===== src/rtl/axi3_master_if.sv =====
// AXI3 bus bundle for a single-beat master: AW, W, B, AR and R channels.
// The master modport drives requests, and the slave modport drives the responses.
interface axi3_master_if #(
   parameter int ADDR = 32,
   parameter int DATA = 32,
   parameter int ID   = 12
);
   logic              awvalid;
   logic              awready;
   logic [ADDR-1:0]   awaddr;
   logic [3:0]        awlen;
   logic [2:0]        awsize;
   logic [1:0]        awburst;
   logic [1:0]        awlock;
   logic [3:0]        awcache;
   logic [2:0]        awprot;
   logic [3:0]        awqos;
   logic [ID-1:0]     awid;

   logic              wvalid;
   logic              wready;
   logic [DATA-1:0]   wdata;
   logic [DATA/8-1:0] wstrb;
   logic              wlast;
   logic [ID-1:0]     wid;

   logic              bvalid;
   logic              bready;
   logic [1:0]        bresp;
   logic [ID-1:0]     bid;

   logic              arvalid;
   logic              arready;
   logic [ADDR-1:0]   araddr;
   logic [3:0]        arlen;
   logic [2:0]        arsize;
   logic [1:0]        arburst;
   logic [1:0]        arlock;
   logic [3:0]        arcache;
   logic [2:0]        arprot;
   logic [3:0]        arqos;
   logic [ID-1:0]     arid;

   logic              rvalid;
   logic              rready;
   logic [DATA-1:0]   rdata;
   logic [1:0]        rresp;
   logic              rlast;
   logic [ID-1:0]     rid;

   modport master (
      output awvalid, awaddr, awlen, awsize, awburst, awlock, awcache, awprot, awqos, awid,
      input  awready,
      output wvalid, wdata, wstrb, wlast, wid,
      input  wready,
      input  bvalid, bresp, bid,
      output bready,
      output arvalid, araddr, arlen, arsize, arburst, arlock, arcache, arprot, arqos, arid,
      input  arready,
      input  rvalid, rdata, rresp, rlast, rid,
      output rready
   );

   modport slave (
      input  awvalid, awaddr, awlen, awsize, awburst, awlock, awcache, awprot, awqos, awid,
      output awready,
      input  wvalid, wdata, wstrb, wlast, wid,
      output wready,
      output bvalid, bresp, bid,
      input  bready,
      input  arvalid, araddr, arlen, arsize, arburst, arlock, arcache, arprot, arqos, arid,
      output arready,
      output rvalid, rdata, rresp, rlast, rid,
      input  rready
   );
endinterface


===== src/rtl/axi3_master.sv =====
// Simple-request to AXI3 bridge: each request becomes one single-beat write or read.
// A one-cycle inack pulse ends each transaction, and inerr carries the slave error status with it.
module axi3_master #(
   parameter int ADDR = 32,
   parameter int DATA = 32,
   parameter int ID   = 12
) (
   input  logic              clk,
   input  logic              reset,
   input  logic [ADDR-1:0]   inaddr,
   input  logic [DATA-1:0]   inwdata,
   input  logic [DATA/8-1:0] inwstrb,
   input  logic              inwr,
   input  logic              inreq,
   output logic [DATA-1:0]   inrdata,
   output logic              inack,
   output logic              inerr,
   axi3_master_if.master     axi
);

   localparam logic [2:0] BEAT_SIZE = (DATA == 64) ? 3'd3 : 3'd2;

   typedef enum logic [2:0] {IDLE, WRITE, WRESP, READ, RDATA, DONE} state_t;

   state_t            state;
   state_t            state_nx;
   logic [ADDR-1:0]   addr_q;
   logic [DATA-1:0]   wdata_q;
   logic [DATA/8-1:0] wstrb_q;
   logic              err_q;
   logic              aw_done;
   logic              w_done;
   logic              aw_hs;
   logic              w_hs;
   logic              b_hs;
   logic              ar_hs;
   logic              r_hs;
   logic              unused_resp;

   assign aw_hs = axi.awvalid & axi.awready;
   assign w_hs  = axi.wvalid  & axi.wready;
   assign b_hs  = axi.bvalid  & axi.bready;
   assign ar_hs = axi.arvalid & axi.arready;
   assign r_hs  = axi.rvalid  & axi.rready;

   // Response IDs and the low response bit (OKAY vs EXOKAY) carry no meaning here
   assign unused_resp = ^{axi.bid, axi.rid, axi.bresp[0], axi.rresp[0]};

   assign axi.awaddr  = addr_q;
   assign axi.awlen   = 4'd0;
   assign axi.awsize  = BEAT_SIZE;
   assign axi.awburst = 2'b01;
   assign axi.awlock  = 2'b00;
   assign axi.awcache = 4'b0011;
   assign axi.awprot  = 3'd0;
   assign axi.awqos   = 4'd0;
   assign axi.awid    = '0;
   assign axi.wdata   = wdata_q;
   assign axi.wstrb   = wstrb_q;
   assign axi.wlast   = 1'b1;
   assign axi.wid     = '0;
   assign axi.araddr  = addr_q;
   assign axi.arlen   = 4'd0;
   assign axi.arsize  = BEAT_SIZE;
   assign axi.arburst = 2'b01;
   assign axi.arlock  = 2'b00;
   assign axi.arcache = 4'b0011;
   assign axi.arprot  = 3'd0;
   assign axi.arqos   = 4'd0;
   assign axi.arid    = '0;

   always_ff @(posedge clk) begin
      if (reset) state <= IDLE;
      else       state <= state_nx;
   end

   always_ff @(posedge clk) begin
      if (reset) begin
         aw_done <= 1'b0;
         w_done  <= 1'b0;
         err_q   <= 1'b0;
         inrdata <= '0;
      end else begin
         case (state)
            IDLE: begin
               aw_done <= 1'b0;
               w_done  <= 1'b0;
               if (inreq) begin
                  addr_q  <= inaddr;
                  wdata_q <= inwdata;
                  wstrb_q <= inwstrb;
               end
            end
            WRITE: begin
               if (aw_hs) aw_done <= 1'b1;
               if (w_hs)  w_done  <= 1'b1;
            end
            WRESP: if (b_hs) err_q <= axi.bresp[1];
            RDATA: if (r_hs) begin
               inrdata <= axi.rdata;
               err_q   <= axi.rresp[1] | ~axi.rlast;
            end
            default: ;
         endcase
      end
   end

   // AW and W complete independently; leave WRITE once each has been seen, past or present
   always_comb begin
      state_nx = state;
      case (state)
         IDLE:  if (inreq) state_nx = inwr ? WRITE : READ;
         WRITE: if ((aw_done | aw_hs) && (w_done | w_hs)) state_nx = WRESP;
         WRESP: if (b_hs) state_nx = DONE;
         READ:  if (ar_hs) state_nx = RDATA;
         RDATA: if (r_hs) state_nx = DONE;
         DONE:  state_nx = IDLE;
         default: state_nx = IDLE;
      endcase
   end

   always_comb begin
      axi.awvalid = 1'b0;
      axi.wvalid  = 1'b0;
      axi.bready  = 1'b0;
      axi.arvalid = 1'b0;
      axi.rready  = 1'b0;
      inack       = 1'b0;
      inerr       = 1'b0;
      case (state)
         WRITE: begin
            axi.awvalid = ~aw_done;
            axi.wvalid  = ~w_done;
         end
         WRESP: axi.bready  = 1'b1;
         READ:  axi.arvalid = 1'b1;
         RDATA: axi.rready  = 1'b1;
         DONE: begin
            inack = 1'b1;
            inerr = err_q;
         end
         default: ;
      endcase
   end

endmodule


===== src/flat_wrapper.sv =====
// flat-port wrapper written by rule: the top's interface ports become plain ports
module axi3_master_flat 
#(
   parameter int ADDR = 32,
   parameter int DATA = 32,
   parameter int ID   = 12
)
  (clk, reset, inaddr, inwdata, inwstrb, inwr, inreq, inrdata, inack, inerr, axi_awvalid, axi_awaddr, axi_awlen, axi_awsize, axi_awburst, axi_awlock, axi_awcache, axi_awprot, axi_awqos, axi_awid, axi_awready, axi_wvalid, axi_wdata, axi_wstrb, axi_wlast, axi_wid, axi_wready, axi_bvalid, axi_bresp, axi_bid, axi_bready, axi_arvalid, axi_araddr, axi_arlen, axi_arsize, axi_arburst, axi_arlock, axi_arcache, axi_arprot, axi_arqos, axi_arid, axi_arready, axi_rvalid, axi_rdata, axi_rresp, axi_rlast, axi_rid, axi_rready);
  axi3_master_if #(.ADDR(ADDR), .DATA(DATA), .ID(ID)) axi_i ();
  input  logic clk;
  input  logic reset;
  input  logic [ADDR-1:0] inaddr;
  input  logic [DATA-1:0] inwdata;
  input  logic [DATA/8-1:0] inwstrb;
  input  logic inwr;
  input  logic inreq;
  output logic [DATA-1:0] inrdata;
  output logic inack;
  output logic inerr;
  output wire logic [$bits(axi_i.awvalid)-1:0] axi_awvalid;
  output wire logic [$bits(axi_i.awaddr)-1:0] axi_awaddr;
  output wire logic [$bits(axi_i.awlen)-1:0] axi_awlen;
  output wire logic [$bits(axi_i.awsize)-1:0] axi_awsize;
  output wire logic [$bits(axi_i.awburst)-1:0] axi_awburst;
  output wire logic [$bits(axi_i.awlock)-1:0] axi_awlock;
  output wire logic [$bits(axi_i.awcache)-1:0] axi_awcache;
  output wire logic [$bits(axi_i.awprot)-1:0] axi_awprot;
  output wire logic [$bits(axi_i.awqos)-1:0] axi_awqos;
  output wire logic [$bits(axi_i.awid)-1:0] axi_awid;
  input wire logic [$bits(axi_i.awready)-1:0] axi_awready;
  output wire logic [$bits(axi_i.wvalid)-1:0] axi_wvalid;
  output wire logic [$bits(axi_i.wdata)-1:0] axi_wdata;
  output wire logic [$bits(axi_i.wstrb)-1:0] axi_wstrb;
  output wire logic [$bits(axi_i.wlast)-1:0] axi_wlast;
  output wire logic [$bits(axi_i.wid)-1:0] axi_wid;
  input wire logic [$bits(axi_i.wready)-1:0] axi_wready;
  input wire logic [$bits(axi_i.bvalid)-1:0] axi_bvalid;
  input wire logic [$bits(axi_i.bresp)-1:0] axi_bresp;
  input wire logic [$bits(axi_i.bid)-1:0] axi_bid;
  output wire logic [$bits(axi_i.bready)-1:0] axi_bready;
  output wire logic [$bits(axi_i.arvalid)-1:0] axi_arvalid;
  output wire logic [$bits(axi_i.araddr)-1:0] axi_araddr;
  output wire logic [$bits(axi_i.arlen)-1:0] axi_arlen;
  output wire logic [$bits(axi_i.arsize)-1:0] axi_arsize;
  output wire logic [$bits(axi_i.arburst)-1:0] axi_arburst;
  output wire logic [$bits(axi_i.arlock)-1:0] axi_arlock;
  output wire logic [$bits(axi_i.arcache)-1:0] axi_arcache;
  output wire logic [$bits(axi_i.arprot)-1:0] axi_arprot;
  output wire logic [$bits(axi_i.arqos)-1:0] axi_arqos;
  output wire logic [$bits(axi_i.arid)-1:0] axi_arid;
  input wire logic [$bits(axi_i.arready)-1:0] axi_arready;
  input wire logic [$bits(axi_i.rvalid)-1:0] axi_rvalid;
  input wire logic [$bits(axi_i.rdata)-1:0] axi_rdata;
  input wire logic [$bits(axi_i.rresp)-1:0] axi_rresp;
  input wire logic [$bits(axi_i.rlast)-1:0] axi_rlast;
  input wire logic [$bits(axi_i.rid)-1:0] axi_rid;
  output wire logic [$bits(axi_i.rready)-1:0] axi_rready;
  assign axi_awvalid = axi_i.awvalid;
  assign axi_awaddr = axi_i.awaddr;
  assign axi_awlen = axi_i.awlen;
  assign axi_awsize = axi_i.awsize;
  assign axi_awburst = axi_i.awburst;
  assign axi_awlock = axi_i.awlock;
  assign axi_awcache = axi_i.awcache;
  assign axi_awprot = axi_i.awprot;
  assign axi_awqos = axi_i.awqos;
  assign axi_awid = axi_i.awid;
  assign axi_i.awready = axi_awready;
  assign axi_wvalid = axi_i.wvalid;
  assign axi_wdata = axi_i.wdata;
  assign axi_wstrb = axi_i.wstrb;
  assign axi_wlast = axi_i.wlast;
  assign axi_wid = axi_i.wid;
  assign axi_i.wready = axi_wready;
  assign axi_i.bvalid = axi_bvalid;
  assign axi_i.bresp = axi_bresp;
  assign axi_i.bid = axi_bid;
  assign axi_bready = axi_i.bready;
  assign axi_arvalid = axi_i.arvalid;
  assign axi_araddr = axi_i.araddr;
  assign axi_arlen = axi_i.arlen;
  assign axi_arsize = axi_i.arsize;
  assign axi_arburst = axi_i.arburst;
  assign axi_arlock = axi_i.arlock;
  assign axi_arcache = axi_i.arcache;
  assign axi_arprot = axi_i.arprot;
  assign axi_arqos = axi_i.arqos;
  assign axi_arid = axi_i.arid;
  assign axi_i.arready = axi_arready;
  assign axi_i.rvalid = axi_rvalid;
  assign axi_i.rdata = axi_rdata;
  assign axi_i.rresp = axi_rresp;
  assign axi_i.rlast = axi_rlast;
  assign axi_i.rid = axi_rid;
  assign axi_rready = axi_i.rready;
  axi3_master #(.ADDR(ADDR), .DATA(DATA), .ID(ID)) u_core (.clk(clk), .reset(reset), .inaddr(inaddr), .inwdata(inwdata), .inwstrb(inwstrb), .inwr(inwr), .inreq(inreq), .inrdata(inrdata), .inack(inack), .inerr(inerr), .axi(axi_i));
endmodule

===== config.mk =====
export PLATFORM = sky130hd
export DESIGN_NAME = axi3_master_flat
export DESIGN_NICKNAME = d
export VERILOG_FILES = /design/src/rtl/axi3_master_if.sv /design/src/rtl/axi3_master.sv /design/src/flat_wrapper.sv
export SDC_FILE = /design/constraint.sdc
export NUM_CORES = 1
export LEC_CHECK = 0
export ABC_AREA = 1
export CAP_MARGIN = 20
export CORE_AREA = 2 2 140 142
export CTS_CLUSTER_DIAMETER = 60
export DETAILED_ROUTE_END_ITERATION = 12
export DIE_AREA = 0 0 142 144
export GPL_ROUTABILITY_DRIVEN = 0
export PLACE_DENSITY = 0.67
export SLEW_MARGIN = 20
export SYNTH_ARGS = -nofsm -noshare
export SYNTH_HDL_FRONTEND = slang
export SYNTH_SLANG_ARGS = --single-unit

===== constraint.sdc =====
create_clock -name clk -period 6.9 [get_ports clk]
set_clock_uncertainty 0.15 [all_clocks]
set_input_delay 1.38 -clock clk [delete_from_list [all_inputs] [get_ports clk]]
set_output_delay 1.38 -clock clk [all_outputs]
set_load 0.05 [all_outputs]

# Yosys cells after proc, flatten, opt, wreduce, memory -nomap -nowiden
# Index checks and enable logic that the tools add are counted.
dict set report word_totals {
  reg_bits 106
  input_bits 138
  out_inout_bits 220
  word_cells 63
}
dict set report op_classes {
  eq_ne 12
  mux 21
  bitwise 12
  reduce_logical 10
}
# op n
set ops {}
lappend ops {{$mux W3} 5}
lappend ops {{$pmux W3 S5} 1}
lappend ops {{$ne A2 B1 Y1 const B} 6}
lappend ops {{$mux W1} 11}
lappend ops {{$eq A3 B2 Y1 const B} 2}
lappend ops {{$eq A3 B3 Y1 const B} 2}
lappend ops {{$pmux W1 S2} 3}
lappend ops {{$reduce_and A2 Y1} 3}
lappend ops {{$reduce_and A3 Y1} 2}
lappend ops {{$and A1 B1 Y1} 5}
lappend ops {{$reduce_and A5 Y1} 1}
lappend ops {{$not A1 Y1} 4}
lappend ops {{$reduce_bool A2 Y1} 2}
lappend ops {{$eq A3 B1 Y1 const B} 1}
lappend ops {{$logic_not A3 Y1} 1}
lappend ops {{$or A1 B1 Y1} 3}
lappend ops {{$mux W2} 1}
lappend ops {{$ne A2 B2 Y1 const B} 1}
lappend ops {{$logic_and A1 B1 Y1} 1}

# Longest topological paths before layout
# Gate-level depths: netlist of the first run.
dict set report logic_depth {
  ltp_word 7
  depth_mapped 9
  depth_no_buf 9
}

# Worst setup path before layout of the first run
# Ideal clock, no wire load.
dict set report synth_timing {
  path_kind {in2reg}
  start {input reset}
  end {register u_core.addr_q[0], in the netlist u_core.axi.araddr[0], enable pin}
  setup_time_ps 494
  t_arrival_ps 4597
  t_required_ps 6256
  slack_ps 1659
  cell_stages 3
  path_buffers 2
  cell_sequence {buf_2 -> clkbuf_1 -> nor2_1}
}
dict set report synth_between {
  elab_chain_len 2
}
# element line_no
set synth_rtl {}
lappend synth_rtl {{start, declared} flat_wrapper.sv:11} ;# input logic reset;
lappend synth_rtl {{$not A1 Y1 (no source line)} n/a}
lappend synth_rtl {{$reduce_and A3 Y1 (no source line)} n/a}
lappend synth_rtl {{end signal, assigned} axi3_master.sv:89} ;# addr_q <= inaddr;
lappend synth_rtl {{end, declared} axi3_master.sv:27} ;# logic [ADDR-1:0] addr_q;
# No other way between the ends.
# A chain may end at the register's enable or synchronous reset.

# Final worst setup path of the first run
dict set report layout_timing {
  start {register u_core.state[1]}
  end {output axi_rready}
}
dict set report layout_between {
  elab_chain_len 2
}
# element line_no
set layout_rtl {}
lappend layout_rtl {{start, declared} axi3_master.sv:25} ;# state_t state;
lappend layout_rtl {{start signal, assigned} axi3_master.sv:74} ;# else state <= state_nx;
lappend layout_rtl {{$eq A3 B3 Y1} axi3_master.sv:130} ;# case (state)
lappend layout_rtl {{$mux W1} axi3_master.sv:130}
lappend layout_rtl {{end, declared} flat_wrapper.sv:57} ;# output wire logic [$bits(axi_i.rready)-1:0] axi_rready;
# No other way between the ends.

==> results.md, run 1 <==
* Status: finished, final reports clean
* IO Count at about 360
* Clk sinks at 106
* Worst slew pin tran at 0.8890 ns
* Row count at 51
* Fin area at 7025 um2
* Fmax at between 0.2 and 0.3 GHz
* Final hold violations at 0
* Final net count at 751
* DRC viols at 0
* Yosys warns at 0
* Area Overhead vs Synth at 54.60%
* Tmin final at 3.889 ns
* Worst-path fanout max at 34
* Flops & latches, synth at between 100 and 150
* TNS Setup at 0 ns
* Hold crit path type: reg2reg
* CTS resizes at 0
* CTS tree: built
* Mapped cell area at 4544 um2
* Clk slew on worst S/H paths at 0.08 ns
* Die H at 144 um
* Slowest CP cell: clkdlybuf4s50_1
* Power per cell area at 312.9 nW/um2
* Root Buffer: clkbuf_16
* Vias per cell at 3.816
* # setup viols final at 0
* Overall routing resource usage at 10.99%
* Final Util at a little under two fifths
* Register area share after synthesis at roughly three fifths
* Hold Crit Depth at 2
* Post-synth top area share at 44.93%
* Via count at 3270
* Leakage power at 2.577 nW
* Setup Fix Bufs, Post-CTS at 0
* Startpoint types: register
* Area leader, netlist: edfxtp_1
* DRT iter0 DRCs at 168
* Clock latency on the worst-skew pair at 0.34 ns
* Die Wd at 142 um
* Routed wire per std cell at 14.25 um
* Largest net degree at the start of global routing at 69
* Initial Utilization at a little under a quarter
* CP top delay family: buffers and inverters
* Slew Limit Headroom at 40.74%
* Crit. End Element: output port
* Num CTS Buffers at 9
* Unrepaired setup endpoints after global routing: false
* Distinct cells, synth at 27
* Post-route ant nets at 0
* Worst path depth at 4
* Syn_area_per_cell at 11.36 um2
* # port buffers at 250
* Max-slew violations at 0
* Period Utilization, post-route at 56.36%
* Worst stage delay on the critical path at 0.89 ns
* Cells on worst reg2reg path at 4
* # Max-Cap Violations at 0
* Data arrival, critical path at 2.36 ns
* Initial antenna violation count at 1
* CTS Buffer Depth at 2
* Critical path required time at approximately 5.4 ns
* Total gr overflow at 0
* DRT Pass-1 Iters at 4
* Placed cell area at ~6700 um2
* H-tree depth at 3
* Synth area leaders: edfxtp_1, buf_4, dfxtp_1
* Hpwl dp at about 9100 um
* CP Buf/Inv Count at 2
* Cells after synthesis at 400
* CP Cell Sequence: nor2_2 > nand2_2 > inv_4 > clkdlybuf4s50_1
* First-pass GRT wire length at 16610 um
* WL final at roughly 12000 um
* Full die area at 20450 um2
* Core box area at 19080 um2
* Final total power at between 2 and 2.5 mW
* Critical path class: reg2out
* Vias in the first global route at 3019
* Fraction of layout cells with a size suffix above 1 at 5.016%
* Worst vdd ir at around 0.10 mV
* Cts hold-fix bufs at 0
## routing by layer
layer / up-vias / wire length, um / track usage [%]
li1: 1569 / - / -
met1: 1523 / 4570 / 12.03
met2: 163 / 6338 / 19.25
met3: 15 / 1095 / 4.470
met4: 0 / 210 / 3.947
met5: - / 0 / 0
## tightest hold or removal path, cell delays in order, from the launching register on
cell and delay [ns]:
dfxtp_1 0.32, nand2_1 0.06, a21oi_1 0.05
## report_power, final
group          switching (mW)  internal (mW)  total [mW]
registers              0.0462          0.763       0.809
clock network           0.258          0.295       0.553
logic                   0.590          0.246       0.836
## sequential cells by signal, summed over array words and instances, names as in the netlist
register,cells
u_core.aw_done,1
u_core.axi.araddr,32
u_core.axi.wdata,32
u_core.axi.wstrb,4
u_core.err_q,1
u_core.inrdata,32
u_core.state,3
u_core.w_done,1
## per-stage QoR
| stage | std cells | setup slack (ns) | hold WS (ns) |
|---|---|---|---|
| 4_1_cts | 856 | 2.983 | 0.3133 |
| 3_5_place_dp | 840 | 3.376 | 0.3018 |
| 2_1_floorplan | 479 | 1.659 | 0.2796 |
| 3_3_place_gp | 840 | 3.408 | 0.2969 |
| 6_report | 857 | 3.011 | 0.3128 |
| 5_1_grt | 856 | 2.899 | 0.3281 |
## cell type report
cell class	count	area, um2
Fill cell	1908	12050
Sequential cell	106	2803
Inverter	12	47.55
Timing Repair Buffer	252	2507
Clock inverter	7	107.6
Clock buffer	9	225.2
Tap cell	238	297.8
Antenna cell	1	2.502
Multi-Input combinational cell	232	1035
## cells by family (layout without fill, tap and decap cells)
kind of cell | after synthesis | after routing | synth area share, %
DFF | 106 | 106 | 61.67
and+or+nand+nor | 112 | 112 | 11.59
buffers and inverters | 141 | 280 | 22.25
other | 2 | 82 | 0.1653
AOI/OAI and AO/OA | 39 | 39 | 4.323
## final timing paths
kind / startpoint / endpoint / slack, ns
min reg2reg: u_core.inrdata[5] / u_core.inrdata[5] / 0.31
min: u_core.inrdata[5] / u_core.inrdata[5] / 0.31
max: u_core.state[1] / axi_rready / 3.01
max reg2reg: u_core.state[2] / u_core.axi.araddr[26] / 4.64
## layout by cell type (no fill, tap or decap), drive strengths merged, types with 3 or more instances in the layout
cell type,instances
clkinv,5
nand2,51
nand3,36
nand3b,3
inv,13
clkbuf,9
dfxtp,38
nor3,5
nor2,12
a21oi,36
edfxtp,68
conb,81
clkdlybuf4s50,248
buf,4
## cell usage after synthesis (all sizes together)
master and instances:
nor3b 1, inv 12, nand4 2, edfxtp 68
nor3 5, nand2 51, a31oi 1, nor2 12
clkbuf 6, or2 1, nand3 36, a21oi 36
nand3b 3, o21ai 2, buf 123, nor4 1
dfxtp 38, conb 2
(Power assumes the default switching activity.)
==> inputs of run 2 (changes only) <==
- clock period: 6.9 -> 3.6 ns (I/O delays scaled with it)
==> run 2 against run 1 <==
Against the previous run: flip-flop and latch count stayed put; sequential power is 90% higher; first-iteration DRC count is 14% lower; setup slack worse by 2.5 ns; cell count is 0.12% lower; worst hold slack worse by 0.0042 ns; critical path depth is 1 lower; core utilization is 0.17 points lower; clock power is 74% higher; cell area is 0.46% lower; clock-buffer cell count is 1 higher; wire length is 1.7% lower; critical path type unchanged; critical endpoint is now inerr; largest cell class unchanged.
==> results.md, run 2 (synthesized netlist as in run 1, its figures left out) <==
* Final hold violations at 0 (unchanged)
* CTS tree: built
* Initial Utilization at 23.82% (unchanged)
* # setup viols final at 0 (unchanged)
* Crit. End Element: output port
* R2R setup slack at 1.46 ns (-3.18 ns)
* H-tree depth at 3 (unchanged)
* Power per cell area at 589.2 nW/um2 (+88%)
* Die Wd at 142 um (unchanged)
* Total gr overflow at 0 (unchanged)
* Cts hold-fix bufs at 0 (unchanged)
* Vias per cell at 3.797 (-0.50%)
* CTS Buffer Depth at 2 (unchanged)
* Commonest non-fill, non-tap cell in the layout: clkdlybuf4s50_1
* Overall routing resource usage at 10.92% (-0.077 points)
* Final net count at 751 (unchanged)
* Worst slew pin tran at 0.8351 ns (-0.05383 ns)
* Hold endpoint: u_core.err_q
* DRT Pass-1 Iters at 6 (+2)
* CP Cell Sequence: inv_1 > nor4_1 > clkdlybuf4s50_1
* Worst-path fanout max at 9 (-74%)
* First-pass GRT wire length at 16610 um (unchanged)
* Post-route ant nets at 0 (unchanged)
* Tmin final at 3.129 ns
* IO Count at 358 (unchanged)
* Busiest grt layer: met2
* Initial antenna violation count at 0 (-1)
* DRT iter0 DRCs at 145 (-14%)
* Core box area at 19080 um2 (unchanged)
* Critical path required time at 2.73 ns (-2.64 ns)
* WL final at 12010 um (-1.7%)
* Max-slew violations at 0 (unchanged)
* Num CTS Buffers at 9 (unchanged)
* Hpwl dp at 9005 um (-1.5%)
* Root Buffer: clkbuf_16
* GR Util met2 at 18.46% (-0.79 points)
* Data arrival, critical path at 2.26 ns (-0.10 ns)
* Reg2reg start: u_core.state[1]
* CTS resizes at 0 (unchanged)
* Slowest CP cell: clkdlybuf4s50_1
* Clk slew on worst S/H paths at 0.08 ns (about the same)
* DRC viols at 0 (unchanged)
* Period Utilization, post-route at between 80% and 90%
* Routed wire per std cell at 14.02 um (-1.6%)
* Startpoint types: register
* Worst stage delay on the critical path at 0.89 ns (about the same)
* Hold slack at 0.3085 ns (-0.004245 ns)
* Setup Fix Bufs, Post-CTS at 0 (unchanged)
* Antenna fix cells at 0 (-1)
* Largest net degree at the start of global routing at 63 (-8.7%)
* Cells on worst reg2reg path at 7 (+3)
* Status: finished, final reports clean
* TNS Setup at 0 ns (unchanged)
* Row count at 51 (unchanged)
* Worst vdd ir at 0.2034 mV (+100%)
* Leakage power at 2.559 nW (-0.72%)
* Die H at 144 um (unchanged)
* Slew Limit Headroom at 44.32% (+3.6 points)
* # port buffers at 250 (unchanged)
* Hold crit path type: reg2reg
* Clk sinks at 106 (unchanged)
* # Max-Cap Violations at 0 (unchanged)
* Area Overhead vs Synth at 53.88%
* Critical path class: reg2out
* Commonest cells after routing, fill and taps aside: clkdlybuf4s50_1, conb_1, edfxtp_1
* Met3 usage at 4.503% (+0.033 points)
* Fraction of layout cells with a size suffix above 1 at 4.854% (-0.16 points)
* HP Start: u_core.err_q
* GRT met1 Usage at 12.99% (+0.96 points)
* Fmax at 0.3196 GHz
* Via count at 3250 (-0.61%)
* Unrepaired setup endpoints after global routing: false
* Vias in the first global route at 2928 (-3.0%)
* Hold Crit Depth at 2 (unchanged)
* R2R Path End: u_core.inrdata[15]
* Full die area at 20450 um2 (unchanged)
* Clock latency on the worst-skew pair at 0.35 ns (about the same)
run 2: how the worst max path moves through the flow:
stage / from / to / slack (ns) / cells after the start
finish: u_core.state[2] / inerr / 0.47 / 3
global route: u_core.state[2] / inerr / 0.34 / 3
CTS: u_core.state[2] / inerr / 0.41 / 3
detailed placement: u_core.state[2] / inerr / 0.83 / 3
global placement: u_core.state[2] / inerr / 0.82 / 3
floorplan: reset / u_core.axi.araddr[0] / 0.16 / 3
run 2: critical path, delay by kind of cell (launching register included):
kind / cells / cell delay [ns]
buf+inv: 2 / 1.09
flops: 1 / 0.52
simple gates: 1 / 0.31
run 2: metrics by stage:
| step | worst slack (ns) | total power [mW] | cell area [um2] | utilization [%] | cells |
|---|---|---|---|---|---|
| finish | 0.4713 | 4.120 | 6993 | 36.65 | 856 |
| global route | 0.3374 | 4.328 | 6993 | 36.65 | 856 |
| floorplan | 0.1587 | 2.806 | 4843 | - | 479 |
| detailed placement | 0.8299 | 3.201 | 6703 | 35.13 | 840 |
| CTS | 0.4072 | 4.190 | 6993 | 36.65 | 856 |
| global placement | 0.8158 | 3.190 | 6703 | 35.13 | 840 |
run 2: metal layers:
layer	up-vias	part of all wire (%)	routed length (um)
met5	-	0	0
met4	0	0.67	80
met3	8	10	1206
met2	168	50	6020
met1	1499	39	4697
li1	1575	-	-
run 2: cell type report:
cell class	instances	area, um2
Timing Repair Buffer	252	2520
Multi-Input combinational cell	232	1035
Sequential cell	106	2803
Clock inverter	6	61.31
Tap cell	238	297.8
Inverter	12	47.55
Clock buffer	10	229.0
Fill cell	1903	12090
run 2: report_power, final:
group	leakage, nW	switching [mW]	internal [mW]	total (mW)
clock	0.138	0.474	0.486	0.960
sequential	0.931	0.0840	1.46	1.54
combinational	1.49	1.14	0.481	1.62
